`src/rtl/fpu_cvt_pkg.sv`:
```
// -----------------------------------------------------------------------------
// fpu_cvt_pkg
//   Shared definitions for the float-to-unsigned conversion sequencer:
//   sequencer state encoding, default WAIT timeout, response record and a
//   small saturating-increment helper for the 8-bit timeout counter.
// -----------------------------------------------------------------------------
package fpu_cvt_pkg;

    // Sequencer states
    typedef enum logic [1:0] {
        ST_IDLE   = 2'd0,
        ST_LAUNCH = 2'd1,
        ST_WAIT   = 2'd2,
        ST_RESP   = 2'd3
    } state_t;

    // Default maximum number of WAIT cycles before the operation is aborted
    localparam int unsigned TIMEOUT_DEFAULT = 63;

    // Response record presented on the rsp_* port group
    typedef struct packed {
        logic        id;
        logic [31:0] data;
        logic        err;
    } rsp_t;

    // 8-bit increment that sticks at all-ones instead of wrapping
    function automatic logic [7:0] sat_inc8(input logic [7:0] v);
        return (v == 8'hFF) ? v : v + 8'd1;
    endfunction

endpackage

```
`src/rtl/rr_arb2.sv`:
```
// -----------------------------------------------------------------------------
// rr_arb2
//   Two-way round-robin arbiter. The grant is combinational from the request
//   vector and the last-served pointer; the pointer only moves when the
//   served operation is reported complete, so a requester that was granted
//   keeps "last served" status for the whole duration of its operation.
//
// Ports
//   i_clk      clock
//   i_rst      asynchronous active-high reset (pointer -> 1)
//   i_req      request vector
//   i_en       grant enable (arbiter may only grant while enabled)
//   i_done     completion of the served operation (pointer update)
//   i_done_id  index of the requester whose operation completed
//   o_gnt      one-hot grant (all-zero when disabled or no request)
//   o_gnt_id   index of the granted requester (valid when o_gnt != 0)
// -----------------------------------------------------------------------------
module rr_arb2 (
    input  logic       i_clk,
    input  logic       i_rst,
    input  logic [1:0] i_req,
    input  logic       i_en,
    input  logic       i_done,
    input  logic       i_done_id,
    output logic [1:0] o_gnt,
    output logic       o_gnt_id
);

    logic r_last;
    logic w_pick;

    // Pointer resets to 1 so that requester 0 wins the first contention
    always_ff @(posedge i_clk or posedge i_rst) begin
        if (i_rst) begin
            r_last <= 1'b1;
        end else if (i_done) begin
            r_last <= i_done_id;
        end
    end

    // On contention the requester not served last wins; otherwise whichever
    // single requester is active.
    always_comb begin
        w_pick = 1'b0;
        if (i_req == 2'b11) begin
            w_pick = ~r_last;
        end else begin
            w_pick = i_req[1];
        end
    end

    always_comb begin
        o_gnt    = '0;
        o_gnt_id = w_pick;
        if (i_en && (|i_req)) begin
            o_gnt = w_pick ? 2'b10 : 2'b01;
        end
    end

endmodule

```
`src/rtl/fpu_cvt_sequencer.sv`:
```
// -----------------------------------------------------------------------------
// fpu_cvt_sequencer
//   Shares one float-to-unsigned-int converter between two requesters.
//   A request is accepted in IDLE (one-cycle req_ready pulse), its operand
//   and rounding mode are latched onto cvt_a/cvt_rm, the converter is
//   released from hold for LAUNCH and WAIT, and the result (or a timeout
//   error) is held on rsp_* until the consumer accepts it.
//
// Ports
//   clk, rst            clock, asynchronous active-high reset
//   req_valid[1:0]      per-requester request
//   req_ready[1:0]      one-hot accept pulse (IDLE only)
//   req_a0/req_a1       IEEE-754 single operands
//   req_rm0/req_rm1     rounding modes
//   cvt_a, cvt_rm       operand / rounding mode to the converter
//   cvt_rst             converter hold (1 = parked in unpack)
//   cvt_z, cvt_z_stb    converter result and one-cycle result strobe
//   rsp_valid/ready     response handshake
//   rsp_id              requester index of the response
//   rsp_data            conversion result (0 on timeout)
//   rsp_err             timeout flag
//   busy                high whenever the sequencer is not IDLE
// -----------------------------------------------------------------------------
module fpu_cvt_sequencer
    import fpu_cvt_pkg::*;
#(
    parameter int unsigned TIMEOUT = TIMEOUT_DEFAULT
) (
    input  logic        clk,
    input  logic        rst,
    input  logic [1:0]  req_valid,
    output logic [1:0]  req_ready,
    input  logic [31:0] req_a0,
    input  logic [31:0] req_a1,
    input  logic [2:0]  req_rm0,
    input  logic [2:0]  req_rm1,
    output logic [31:0] cvt_a,
    output logic [2:0]  cvt_rm,
    output logic        cvt_rst,
    input  logic [31:0] cvt_z,
    input  logic        cvt_z_stb,
    output logic        rsp_valid,
    input  logic        rsp_ready,
    output logic        rsp_id,
    output logic [31:0] rsp_data,
    output logic        rsp_err,
    output logic        busy
);

    // The counter is cleared in LAUNCH and reads k-1 in the k-th WAIT cycle,
    // so comparing against TIMEOUT-1 aborts after exactly TIMEOUT WAIT cycles.
    localparam logic [7:0] TO_LIM = 8'(TIMEOUT - 1);

    state_t      r_state;
    logic [7:0]  r_cnt;
    logic [31:0] r_cvt_a;
    logic [2:0]  r_cvt_rm;
    logic        r_cvt_rst;
    logic        r_busy;
    logic        r_id;
    logic        r_rsp_valid;
    rsp_t        r_rsp;

    logic        w_arb_en;
    logic [1:0]  w_gnt;
    logic        w_gnt_id;
    logic        w_done;

    // Accepts only happen in IDLE; reset also masks the combinational pulse
    // so req_ready is forced low while rst is asserted.
    assign w_arb_en = (r_state == ST_IDLE) && !rst;
    assign w_done   = (r_state == ST_RESP) && rsp_ready;

    rr_arb2 u_arb (
        .i_clk     (clk),
        .i_rst     (rst),
        .i_req     (req_valid),
        .i_en      (w_arb_en),
        .i_done    (w_done),
        .i_done_id (r_rsp.id),
        .o_gnt     (w_gnt),
        .o_gnt_id  (w_gnt_id)
    );

    always_ff @(posedge clk or posedge rst) begin
        if (rst) begin
            r_state     <= ST_IDLE;
            r_cnt       <= '0;
            r_cvt_a     <= '0;
            r_cvt_rm    <= '0;
            r_cvt_rst   <= 1'b1;
            r_busy      <= 1'b0;
            r_id        <= 1'b0;
            r_rsp_valid <= 1'b0;
            r_rsp       <= '0;
        end else begin
            case (r_state)
                ST_IDLE: begin
                    if (|w_gnt) begin
                        r_cvt_a   <= w_gnt_id ? req_a1  : req_a0;
                        r_cvt_rm  <= w_gnt_id ? req_rm1 : req_rm0;
                        r_id      <= w_gnt_id;
                        r_cvt_rst <= 1'b0;
                        r_busy    <= 1'b1;
                        r_state   <= ST_LAUNCH;
                    end
                end

                ST_LAUNCH: begin
                    r_cnt   <= '0;
                    r_state <= ST_WAIT;
                end

                ST_WAIT: begin
                    r_cnt <= sat_inc8(r_cnt);
                    // Strobe has priority over a timeout in the same cycle
                    if (cvt_z_stb) begin
                        r_rsp       <= '{id: r_id, data: cvt_z, err: 1'b0};
                        r_rsp_valid <= 1'b1;
                        r_cvt_rst   <= 1'b1;
                        r_state     <= ST_RESP;
                    end else if (r_cnt >= TO_LIM) begin
                        r_rsp       <= '{id: r_id, data: 32'h0, err: 1'b1};
                        r_rsp_valid <= 1'b1;
                        r_cvt_rst   <= 1'b1;
                        r_state     <= ST_RESP;
                    end
                end

                ST_RESP: begin
                    if (rsp_ready) begin
                        r_rsp_valid <= 1'b0;
                        r_busy      <= 1'b0;
                        r_state     <= ST_IDLE;
                    end
                end

                default: begin
                    r_state <= ST_IDLE;
                end
            endcase
        end
    end

    assign req_ready = w_gnt;
    assign cvt_a     = r_cvt_a;
    assign cvt_rm    = r_cvt_rm;
    assign cvt_rst   = r_cvt_rst;
    assign rsp_valid = r_rsp_valid;
    assign rsp_id    = r_rsp.id;
    assign rsp_data  = r_rsp.data;
    assign rsp_err   = r_rsp.err;
    assign busy      = r_busy;

endmodule
```
`config.mk`:
```
export PLATFORM = sky130hd
export DESIGN_NAME = fpu_cvt_sequencer
export DESIGN_NICKNAME = d
export VERILOG_FILES = /design/src/rtl/fpu_cvt_pkg.sv /design/src/rtl/rr_arb2.sv /design/src/rtl/fpu_cvt_sequencer.sv
export SDC_FILE = /design/constraint.sdc
export NUM_CORES = 1
export LEC_CHECK = 0
export ABC_AREA = 1
export CORE_MARGIN = 2
export CORE_UTILIZATION = 40
export DETAILED_ROUTE_END_ITERATION = 6
export PLACE_DENSITY = 0.77
export SETUP_SLACK_MARGIN = 0.02
export SYNTH_ARGS = -nofsm -noshare
export SYNTH_HDL_FRONTEND = slang
export SYNTH_HIERARCHICAL = 1
export SYNTH_SLANG_ARGS = --single-unit
```
`constraint.sdc`:
```
create_clock -name clk -period 9.4 [get_ports clk]
set_input_delay 2.82 -clock clk [delete_from_list [all_inputs] [get_ports clk]]
set_output_delay 2.82 -clock clk [all_outputs]
set_load 0.05 [all_outputs]
```
Word level (Yosys, flattened, before mapping)
Cells that the tools add are included.
Cells by class
  add/subtract/negate cells: 1
  $lt $le $gt $ge: 1
  eq/ne operators: 9
  muxes and demuxes: 22
  bitwise logic cells: 1
  reductions and logical operators: 19
Operators with widths (number)
  34-bit two-way mux: 2
  32-bit two-way mux: 1
  8-bit one-hot mux with 2 select lines: 1
  2-bit two-way mux: 6
  3-bit AND reduction: 4
  2-bit nonzero test: 5
  8-bit by 1-bit adder with 8-bit output (second input constant): 1
  8-bit == test (second input constant): 1
  8-bit by 6-bit >= comparator with 1-bit output (second input constant): 1
  8-bit two-way mux: 1
  2-bit one-hot mux with 4 select lines: 1
  2-bit == test (second input constant): 3
  1-bit two-way mux: 6
  1-bit one-hot mux with 2 select lines: 3
  2-bit AND reduction: 3
  2-bit != test (second input constant): 2
  2-bit OR reduction: 2
  1-bit logical AND: 3
  3-bit two-way mux: 1
  3-bit != test (second input constant): 1
  2-bit by 1-bit == test with 1-bit output (second input constant): 1
  2-bit logical NOT: 1
  2-bit by 1-bit != test with 1-bit output (second input constant): 1
  1-bit logical NOT: 1
  1-bit inverter: 1
Word-level totals
  flip-flop bits (word level): 84
  bits of input ports: 108
  output and inout port bits: 74
  logic and storage cells: 65

Longest topological paths before layout
Gate-level depths: netlist (run 1).
  word-level depth: 7
  mapped depth: 11
  depth with buffers taken out: 11

Hierarchy
The synthesis (run 1) kept the hierarchy.
Modules (own cells, without submodules)
  fpu_cvt_sequencer: instances 1, cells each 459, area an instance 4025.1 um^2, seq. area each 2078.2 um^2
  rr_arb2: instances 1, cells each 12, area an instance 80.1 um^2, seq. area each 26.3 um^2

Worst setup path after synthesis (run 1)
Ideal clock, no wire load.
  kind: input to output
  start point: input rst
  end point: output req_ready[0]
  arrival: 3488 ps
  data required time: 6580 ps
  path slack: 3092 ps
  stages on the path: 3
  path buffers: 0
  cells stage by stage: nor2_1 nand2_1 a21oi_2
Between the ends
  cells in the longest elaborated chain, start to end: 4
Ends and longest elaborated chain
  from (decl): line fpu_cvt_sequencer.sv:30  | input logic rst,
  1-bit logical NOT (no line)
  1-bit logical AND: line fpu_cvt_sequencer.sv:71  | assign w_arb_en = (r_state == ST_IDLE) && !rst;
  1-bit logical AND: line rr_arb2.sv:55  | if (i_en && (|i_req)) begin
  2-bit two-way mux: line rr_arb2.sv:55
  to (decl): line fpu_cvt_sequencer.sv:32  | output logic [1:0] req_ready,
Every way passes these cells.

Final worst setup path (run 1)
  start point: input rst
  end point: output req_ready[0]
Between the ends
  cells in the longest elaborated chain, start to end: 4
Ends and longest elaborated chain
  1-bit logical NOT (no line)
  1-bit logical AND: line fpu_cvt_sequencer.sv:71
  net w_arb_en: line fpu_cvt_sequencer.sv:64  | logic w_arb_en;
  1-bit logical AND: line rr_arb2.sv:55
  2-bit two-way mux: line rr_arb2.sv:55
The timed path passes the listed nets, and every way through them passes these cells.

==> results of run 1 <==
-- worst max path at each step --
stage	from	endpoint	slack, ns	cells past startpoint
6_report	rst	req_ready[0]	2.07	5
5_1_grt	rst	req_ready[0]	2.01	5
4_1_cts	rst	req_ready[0]	2.06	5
3_5_place_dp	rst	req_ready[0]	2.06	5
3_3_place_gp	rst	req_ready[0]	2.12	5
2_1_floorplan	rst	req_ready[0]	3.09	3
-- through the flow --
| stage | hold WS [ns] | power (µW) | util |
|---|---|---|---|
| 4_1_cts | 0.482 | 2200 | 0.627 |
| 2_1_floorplan | 0.454 | 1470 | - |
| 5_1_grt | 0.493 | 2300 | 0.627 |
| 3_5_place_dp | 0.469 | 1880 | 0.602 |
| 3_3_place_gp | 0.453 | 1850 | 0.602 |
| 6_report | 0.483 | 2180 | 0.627 |
-- state kept, by name, indices dropped and copies added (netlist names) --
| register | flops |
|---|---|
| rsp_id | 1 |
| r_state | 2 |
| rsp_data | 32 |
| u_arb/r_last | 1 |
| r_id | 1 |
| r_cnt | 8 |
| cvt_a | 32 |
| cvt_rst | 1 |
| cvt_rm | 3 |
| busy | 1 |
| rsp_err | 1 |
| rsp_valid | 1 |
-- per-layer routing --
layer	vias up	wire, µm	GRT usage
met5	-	0	0
met4	0	218	0.0762
met3	16	930	0.0656
met2	156	4950	0.322
met1	1706	4460	0.229
li1	1857	-	-
-- cells by family (layout without fill, tap and decap cells) --
kind of cell | count (synthesis) | count (layout) | share of synthesized area
AO/OA/AOI/OAI | 81 | 81 | 0.144
buffers and inverters | 50 | 222 | 0.0613
XOR/XNOR | 1 | 1 | 0.00213
adder cells (fa/ha/maj) | 7 | 7 | 0.0213
flip-flops | 84 | 84 | 0.513
AND/OR/NAND/NOR | 248 | 248 | 0.259
-- power by group --
group / total, µW / switching, µW / internal (µW)
sequential: 624 / 103 / 520
clock: 319 / 128 / 191
combinational: 1240 / 820 / 420
total: 2180 / 1050 / 1130
-- placed cells by master (no fill, tap or decap) --
cell type and instances:
clkdlybuf4s50_1 181, nand2_1 146, dfrtp_1 82, nor2_1 48, a31oi_1 35, o21ai_2 34, nand2_2 27, inv_1 20
nand3_1 17, clkbuf_8 11, o21ai_0 8, ha_1 7, bufinv_16 3, nor2_2 2, nand2_4 2, clkinv_2 2
or2_2 2, dfstp_2 2, buf_4 2, nor3_1 1, o22a_1 1, or2_1 1, nor3_4 1, inv_2 1
clkinv_1 1, nand4_1 1, a21o_1 1, xor2_1 1, o211ai_1 1, clkbuf_1 1, a21oi_2 1
-- worst max-delay path, stage by stage --
cell,delay [ns]
clkdlybuf4s50_1,0.46
nor2_1,0.16
nand2_1,0.09
a21oi_2,0.15
clkdlybuf4s50_1,0.82
-- area by class of cell --
cell class	count	area [µm²]
Clock buffer	12	155
Fill cell	811	3680
Tap cell	133	166
Inverter	23	87.6
Timing Repair Buffer	183	1830
Clock inverter	4	95.1
Multi-Input combinational cell	337	1750
Sequential cell	84	2100
==> flow_summary_export.csv, run 1 <==
group,metric,value,unit
clock_tree,cts_root_buf,"clkbuf_8",
synth,yosys_register_bits,84,
timing,slew_violations,0,
worst_setup_path,ff2ff_setup_slack,6.30,ns
pwr,p_leak,0.00272,µW
synth,syn_avg_cell_area,8.72,µm²
timing,worst_slack,2.07,ns
pwr,power_density,353,nW/µm²
final_layout,fin_nets,753,
worst_setup_path,r2r_cells,6,
synth,synthTopCellsByCount,"nand2_1, dfrtp_1, nor2_1",
detailed_routing,drtIter0Drc,160,
worst_setup_path,critPathRequiredTime,6.58,ns
synth,synthArstFlopShare,1.00,
synth,yosysSeqAreaShare,0.513,
clock_tree,clk_pin_slew,0.07,ns
clock_tree,clockBufferDepth,2,
synth,synth.most_common_cell,"nand2_1",
worst_hold_path,holdPathStages,2,
timing,period_needed,7.33,ns
worst_setup_path,cp_max_fo,3,
timing,clock-skew-final,0.00871,ns
die,core.rowCount,36,
worst_hold_path,min_to,"rsp_data[31]",
clock_tree,clkLatencyLatePin,0.36,ns
clock_tree,postCtsHoldBufs,0,
synth,ys_top_cells_by_area,"dfrtp_1, nand2_1, o21ai_2",
die,die_y,105,µm
clock_tree,cts_tree,"yes",
worst_setup_path,cp-start-kind,"input pin",
worst_setup_path,path_class,"in -> out",
worst_setup_path,crit_arrival,4.51,ns
worst_setup_path,critPathCaptureType,"output pin",
clock_tree,h-tree-depth,3,
detailed_routing,routed_wl,10600,µm
detailed_routing,num_vias,3735,
detailed_routing,final_antenna_net_count,0,
status,outcome,"finished clean",
synth,syn_inst,471,
place,io_buffers,181,
place,gp_congestion,0.762,
place,dp_slack,2.06,ns
timing,hold_viol_final,0,
detailed_routing,avgViaCountPerCell,4.81,
global_routing,grt_pass1_vias,3676,
die,boundaryPins,182,
detailed_routing,avgRoutedWirePerCell,13.6,µm
final_layout,instances_no_fill,776,
synth,synth_edf_count,0,
clock_tree,cts_num_sinks,84,
final_layout,postLayoutCellArea,6180,µm²
timing,finalCritPeriodShare,0.780,
pwr,peakVddDrop,210,µV
timing,setup_tns,0,ns
job,drv_cap,0,
synth,synth_cell_type_count,32,
timing,fmax,0.136,GHz
timing,relSlewSlack,0.257,
synth,syn_nets,586,
worst_hold_path,worst_hold_startpoint,"rsp_data[31]",
global_routing,grt_usage,0.193,
final_layout,diodes,0,
detailed_routing,drc,0,
global_routing,grt.overflow.total,0,
clock_tree,cts_resized,0,
synth,yosysTopAreaCellShare,0.500,
clock_tree,postCtsSetupBuffers,0,
place,dpl.cell_count,760,
synth,synth_top_area_cell,"dfrtp_1",
global_routing,grt_max_degree,84,
place,dp_hpwl,7500,µm
detailed_routing,first_pass_iters,4,
place,placed_area,5930,µm²
worst_hold_path,hp-class,"reg -> reg",
die,die_w,105,µm
final_layout,area_delta_synth_final,50.7,%
die,coreArea,9860,µm²
die,initial_core_util,0.416,
global_routing,grt_pass1_wl,17200,µm
synth,netlist_area,4110,µm²
synth,ys_warn_count,6,
worst_setup_path,r2r_start,"u_arb/r_last",
final_layout,drive_gt1_frac,0.140,
synth,synth_ff_type,"dfrtp_1",
timing,tightest_slew,1.11,ns
worst_setup_path,r2r-end,"cvt_a[3]",
timing,rsz0062_at_grt,"no",
timing,setup_violations,0,
global_routing,antenna_found_initial,0,
die,die-area,11100,µm²
clock_tree,cts_buffers,9,
No activity file was read; power rests on OpenSTA's default activity.
==> inputs of run 2 (changes only) <==
- clock period: 9.4 -> 7.6 ns (I/O delays scaled with it)
==> run 2 against run 1 <==
Compared with the run above: utilization is 1.0 points lower; first-iteration DRC count grew 21%; power increased by 18%; flip-flop and latch count is the same; largest power group unchanged.
==> flow_summary_export.csv, run 2 (synthesis gave the netlist of run 1 again) <==
group,metric,value,unit
global_routing,grt_usage,0.194,
clock_tree,cts_root_buf,"clkbuf_8",
final_layout,area_delta_synth_final,48.2,%
worst_setup_path,critPathCaptureType,"output pin",
timing,tightest_slew,1.10,ns
worst_setup_path,r2r-end,"cvt_a[13]",
final_layout,drive_gt1_frac,0.136,
global_routing,grt_pass1_wl,17300,µm
die,die_y,105,µm
global_routing,grt.overflow.total,0,
timing,setup_tns,0,ns
worst_hold_path,min_to,"cvt_rst",
clock_tree,clkLatencyLatePin,0.35,ns
timing,rsz0062_at_grt,"no",
timing,slew_violations,0,
worst_setup_path,r2r_cells,6,
detailed_routing,avgViaCountPerCell,4.71,
detailed_routing,avgRoutedWirePerCell,13.6,µm
place,gp_congestion,0.771,
detailed_routing,final_antenna_net_count,0,
pwr,power_density,422,nW/µm²
global_routing,grt_pass1_vias,3674,
timing,hold_ws,0.473,ns
clock_tree,h-tree-depth,3,
place,dp_hpwl,7520,µm
global_routing,grt_max_degree,84,
detailed_routing,first_pass_iters,5,
clock_tree,clk_pin_slew,0.08,ns
timing,fmax,0.160,GHz
die,core.rowCount,36,
worst_setup_path,cp_common_cell,"clkdlybuf4s50_1",
final_layout,fin_nets,753,
final_layout,fill_cells,857,
timing,setup_violations,0,
job,drv_cap,0,
status,outcome,"finished clean",
clock_tree,cts_num_sinks,84,
worst_setup_path,path_class,"in -> out",
clock_tree,cts_tree,"yes",
worst_setup_path,crit_slowest_cell,"clkdlybuf4s50_1",
clock_tree,postCtsHoldBufs,0,
die,initial_core_util,0.416,
worst_setup_path,cp_max_fo,3,
detailed_routing,wirelength_met1,4540,µm
timing,period_needed,6.24,ns
worst_hold_path,hp-class,"reg -> reg",
detailed_routing,wl_met3,911,µm
worst_setup_path,cp-start-kind,"input pin",
worst_setup_path,ff2ff_setup_slack,4.52,ns
pwr,p_leak,0.00268,µW
clock_tree,cts_resized,0,
die,coreArea,9860,µm²
clock_tree,postCtsSetupBuffers,0,
place,io_buffers,181,
global_routing,antenna_found_initial,0,
worst_setup_path,crit_path_cell_trace,"clkdlybuf4s50_1 > nor2_1 > nand2_1 > a21oi_2 > clkdlybuf4s50_1",
timing,clock-skew-final,0.00690,ns
timing,relSlewSlack,0.267,
worst_setup_path,crit_arrival,3.96,ns
detailed_routing,routed.top_layer,"met4",
worst_setup_path,r2r_start,"u_arb/r_last",
detailed_routing,num_vias,3654,
detailed_routing,drtIter0Drc,193,
worst_hold_path,holdPathStages,2,
worst_hold_path,worst_hold_startpoint,"cvt_rst",
timing,hold_viol_final,0,
worst_setup_path,critPathRequiredTime,5.32,ns
detailed_routing,routed_wl,10500,µm
final_layout,most-common-layout-cells,"clkdlybuf4s50_1, nand2_1, dfrtp_1, nor2_1, a31oi_1",
clock_tree,clockBufferDepth,2,
detailed_routing,drc,0,
final_layout,diodes,0,
die,die-area,11100,µm²
die,boundaryPins,182,
final_layout,final_common_cell,"clkdlybuf4s50_1",
worst_setup_path,slowest_delay,0.83,ns
clock_tree,cts_buffers,9,
die,die_w,105,µm
detailed_routing,wl_met2,4870,µm
pwr,peakVddDrop,259,µV
timing,finalCritPeriodShare,0.821,
run 2: area by class of cell:
type | count | area (µm²) | share of cell area
Inverter | 23 | 87.6 | 0.0144
Multi-Input combinational cell | 337 | 1750 | 0.287
Tap cell | 133 | 166 | 0.0273
Timing Repair Buffer | 183 | 1830 | 0.300
Clock inverter | 3 | 15.0 | 0.00247
Clock buffer | 12 | 135 | 0.0222
Sequential cell | 84 | 2100 | 0.346
run 2: worst max-delay path, delay by kind of cell:
family	cells	cell delay (ns)
buf+inv	2	1.28
compound gates	1	0.15
simple gates	2	0.25
run 2: worst max path at each step:
stage	slack [ns]	startpoint	depth (start not counted)	end
finish	1.36	rst	5	req_ready[0]
floorplan	2.37	rst	3	req_ready[0]
detailed placement	1.36	rst	5	req_ready[0]
CTS	1.35	rst	5	req_ready[0]
global route	1.28	rst	5	req_ready[0]
global placement	1.40	rst	5	req_ready[0]
run 2: metal layers:
metal  vias to the layer above  global-route usage
met5                         -                   0
met4                         0              0.0848
met3                        15              0.0594
met2                       143               0.317
met1                      1649               0.237
li1                       1847                   -
run 2: where the power goes:
group / switching (µW) / internal (µW) / leakage [µW]
logic: 1010 / 519 / 0.00156
registers: 128 / 644 / 0.00103
clock network: 151 / 116 / 0.0000800
run 2: stage by stage:
step,total power (µW),utilization,instance area (µm²),std cells,setup slack [ns]
2_1_floorplan,1810,-,4110,471,2.37
3_3_place_gp,2290,0.602,5930,760,1.40
3_5_place_dp,2320,0.602,5930,760,1.36
4_1_cts,2600,0.617,6080,775,1.35
5_1_grt,2720,0.617,6080,775,1.28
6_report,2570,0.617,6080,775,1.36
==> inputs of run 3 (changes only) <==
- clock period: 7.6 -> 6.38 ns (I/O delays scaled with it)
==> run 3 against run 2 <==
Compared with the run above: global-route usage up 0.13 points; power up 24%; clock power up 58%; critical endpoint unchanged; die area unchanged; cell area up 1.5%; utilization up 0.91 points; worst hold slack worse by 0.00071 ns; via count up 1.8%.
==> flow_summary_export.csv, run 3 (synthesis gave the netlist of run 1 again) <==
group,metric,value,unit
detailed_routing,avgRoutedWirePerCell,13.8,µm
clock_tree,clkLatencyLatePin,0.35,ns
clock_tree,h-tree-depth,3,
worst_hold_path,hp-class,"reg -> reg",
detailed_routing,drtIter0Drc,159,
global_routing,grt_max_degree,68,
final_layout,diodes,0,
timing,tightest_slew,1.01,ns
pwr,p_leak,0.00272,µW
pwr,peakVddDrop,259,µV
die,coreArea,9860,µm²
clock_tree,cts_root_buf,"clkbuf_8",
global_routing,grt_pass1_vias,3722,
worst_setup_path,crit_arrival,3.58,ns
place,io_buffers,181,
final_layout,register_area,2100,µm²
worst_setup_path,path_class,"in -> out",
clock_tree,clk_pin_slew,0.08,ns
final_layout,area_delta_synth_final,50.4,%
worst_setup_path,crit_path_cell_trace,"clkdlybuf4s50_1 > nor2_1 > nand2_1 > a21oi_2 > clkdlybuf4s50_1",
die,core.rowCount,36,
timing,hold_viol_final,0,
worst_setup_path,critPathBufInv,2,
final_layout,final_common_cell,"clkdlybuf4s50_1",
die,die_y,105,µm
job,drv_cap,0,
detailed_routing,first_pass_iters,5,
status,outcome,"finished clean",
timing,hold_ws,0.472,ns
final_layout,fin_util,0.626,
timing,slew_violations,0,
clock_tree,clockBufferDepth,2,
global_routing,grt_usage,0.196,
die,boundaryPins,182,
detailed_routing,num_vias,3719,
global_routing,grt.overflow.total,0,
pwr,power_density,514,nW/µm²
global_routing,grt_pass1_wl,17500,µm
worst_setup_path,critPathTopFamily,"buffers and inverters",
place,gp_congestion,0.775,
worst_setup_path,crit_slowest_cell,"clkdlybuf4s50_1",
worst_setup_path,cp-start-kind,"input pin",
timing,relSlewSlack,0.324,
final_layout,fill_cells,831,
detailed_routing,routed_wl,10800,µm
die,die-area,11100,µm²
die,initial_core_util,0.416,
worst_setup_path,slowest_delay,0.82,ns
worst_setup_path,critPathRequiredTime,4.47,ns
detailed_routing,avgViaCountPerCell,4.78,
final_layout,drive_gt1_frac,0.144,
clock_tree,postCtsSetupBuffers,0,
clock_tree,cts_resized,0,
detailed_routing,final_antenna_net_count,0,
worst_setup_path,critPathCaptureType,"output pin",
clock_tree,cts_buffers,9,
die,die_w,105,µm
final_layout,multi_input_area,1750,µm²
detailed_routing,drc,0,
timing,period_needed,5.50,ns
timing,rsz0062_at_grt,"no",
timing,finalCritPeriodShare,0.862,
clock_tree,postCtsHoldBufs,0,
timing,setup_violations,0,
final_layout,fin_nets,755,
final_layout,most-common-layout-cells,"clkdlybuf4s50_1, nand2_1, dfrtp_1, nor2_1, a31oi_1",
place,dp_hpwl,7950,µm
clock_tree,cts_num_sinks,84,
timing,setup_tns,0,ns
timing,clock-skew-final,0.0127,ns
worst_setup_path,cp_common_cell,"clkdlybuf4s50_1",
timing,fmax,0.182,GHz
clock_tree,cts_tree,"yes",
worst_setup_path,cp_max_fo,3,
global_routing,antenna_found_initial,0,
## run 3: tightest hold or removal path, cell delays in order (launching register included)
cell,delay (ns)
dfstp_2,0.38
nand2_1,0.06
nand2_1,0.04
## run 3: layout make-up
cell class              count  share of cell area
clock inverters             6              0.0142
well taps                 133              0.0270
repair buffers            185               0.298
multi-input cells         337               0.283
clock buffers              10              0.0223
flip-flops and latches     84               0.341
inverters                  23              0.0142
## run 3: report_power, final
group / total, µW / internal, µW / switching, µW
combinational: 1830 / 620 / 1210
clock: 422 / 231 / 191
sequential: 918 / 766 / 152
## run 3: final timing paths
path | startpoint | to | slack, ns | cells past startpoint
max | rst | req_ready[0] | 0.88 | 5
min | cvt_rst | cvt_rst | 0.47 | 2
max reg2reg | r_state[0] | cvt_a[25] | 3.78 | 11
min reg2reg | cvt_rst | cvt_rst | 0.47 | 2
max in group asynchronous | rst | cvt_a[20] | 3.35 | 3
min in group asynchronous | rst | u_arb/r_last | 1.95 | 2
## run 3: metrics by stage
| step | setup slack (ns) | area [µm²] | instances | power, µW |
|---|---|---|---|---|
| floorplan | 1.88 | 4110 | 471 | 2160 |
| global placement | 0.914 | 5950 | 762 | 2730 |
| detailed placement | 0.880 | 5950 | 762 | 2780 |
| CTS | 0.876 | 6170 | 778 | 3210 |
| global route | 0.798 | 6170 | 778 | 3350 |
| finish | 0.883 | 6170 | 778 | 3170 |
## run 3: per-layer routing
layer,part of all wire,vias up,GRT usage
li1,-,1860,-
met1,0.41,1701,0.231
met2,0.49,143,0.335
met3,0.082,15,0.0557
met4,0.018,0,0.0762
met5,0,-,0
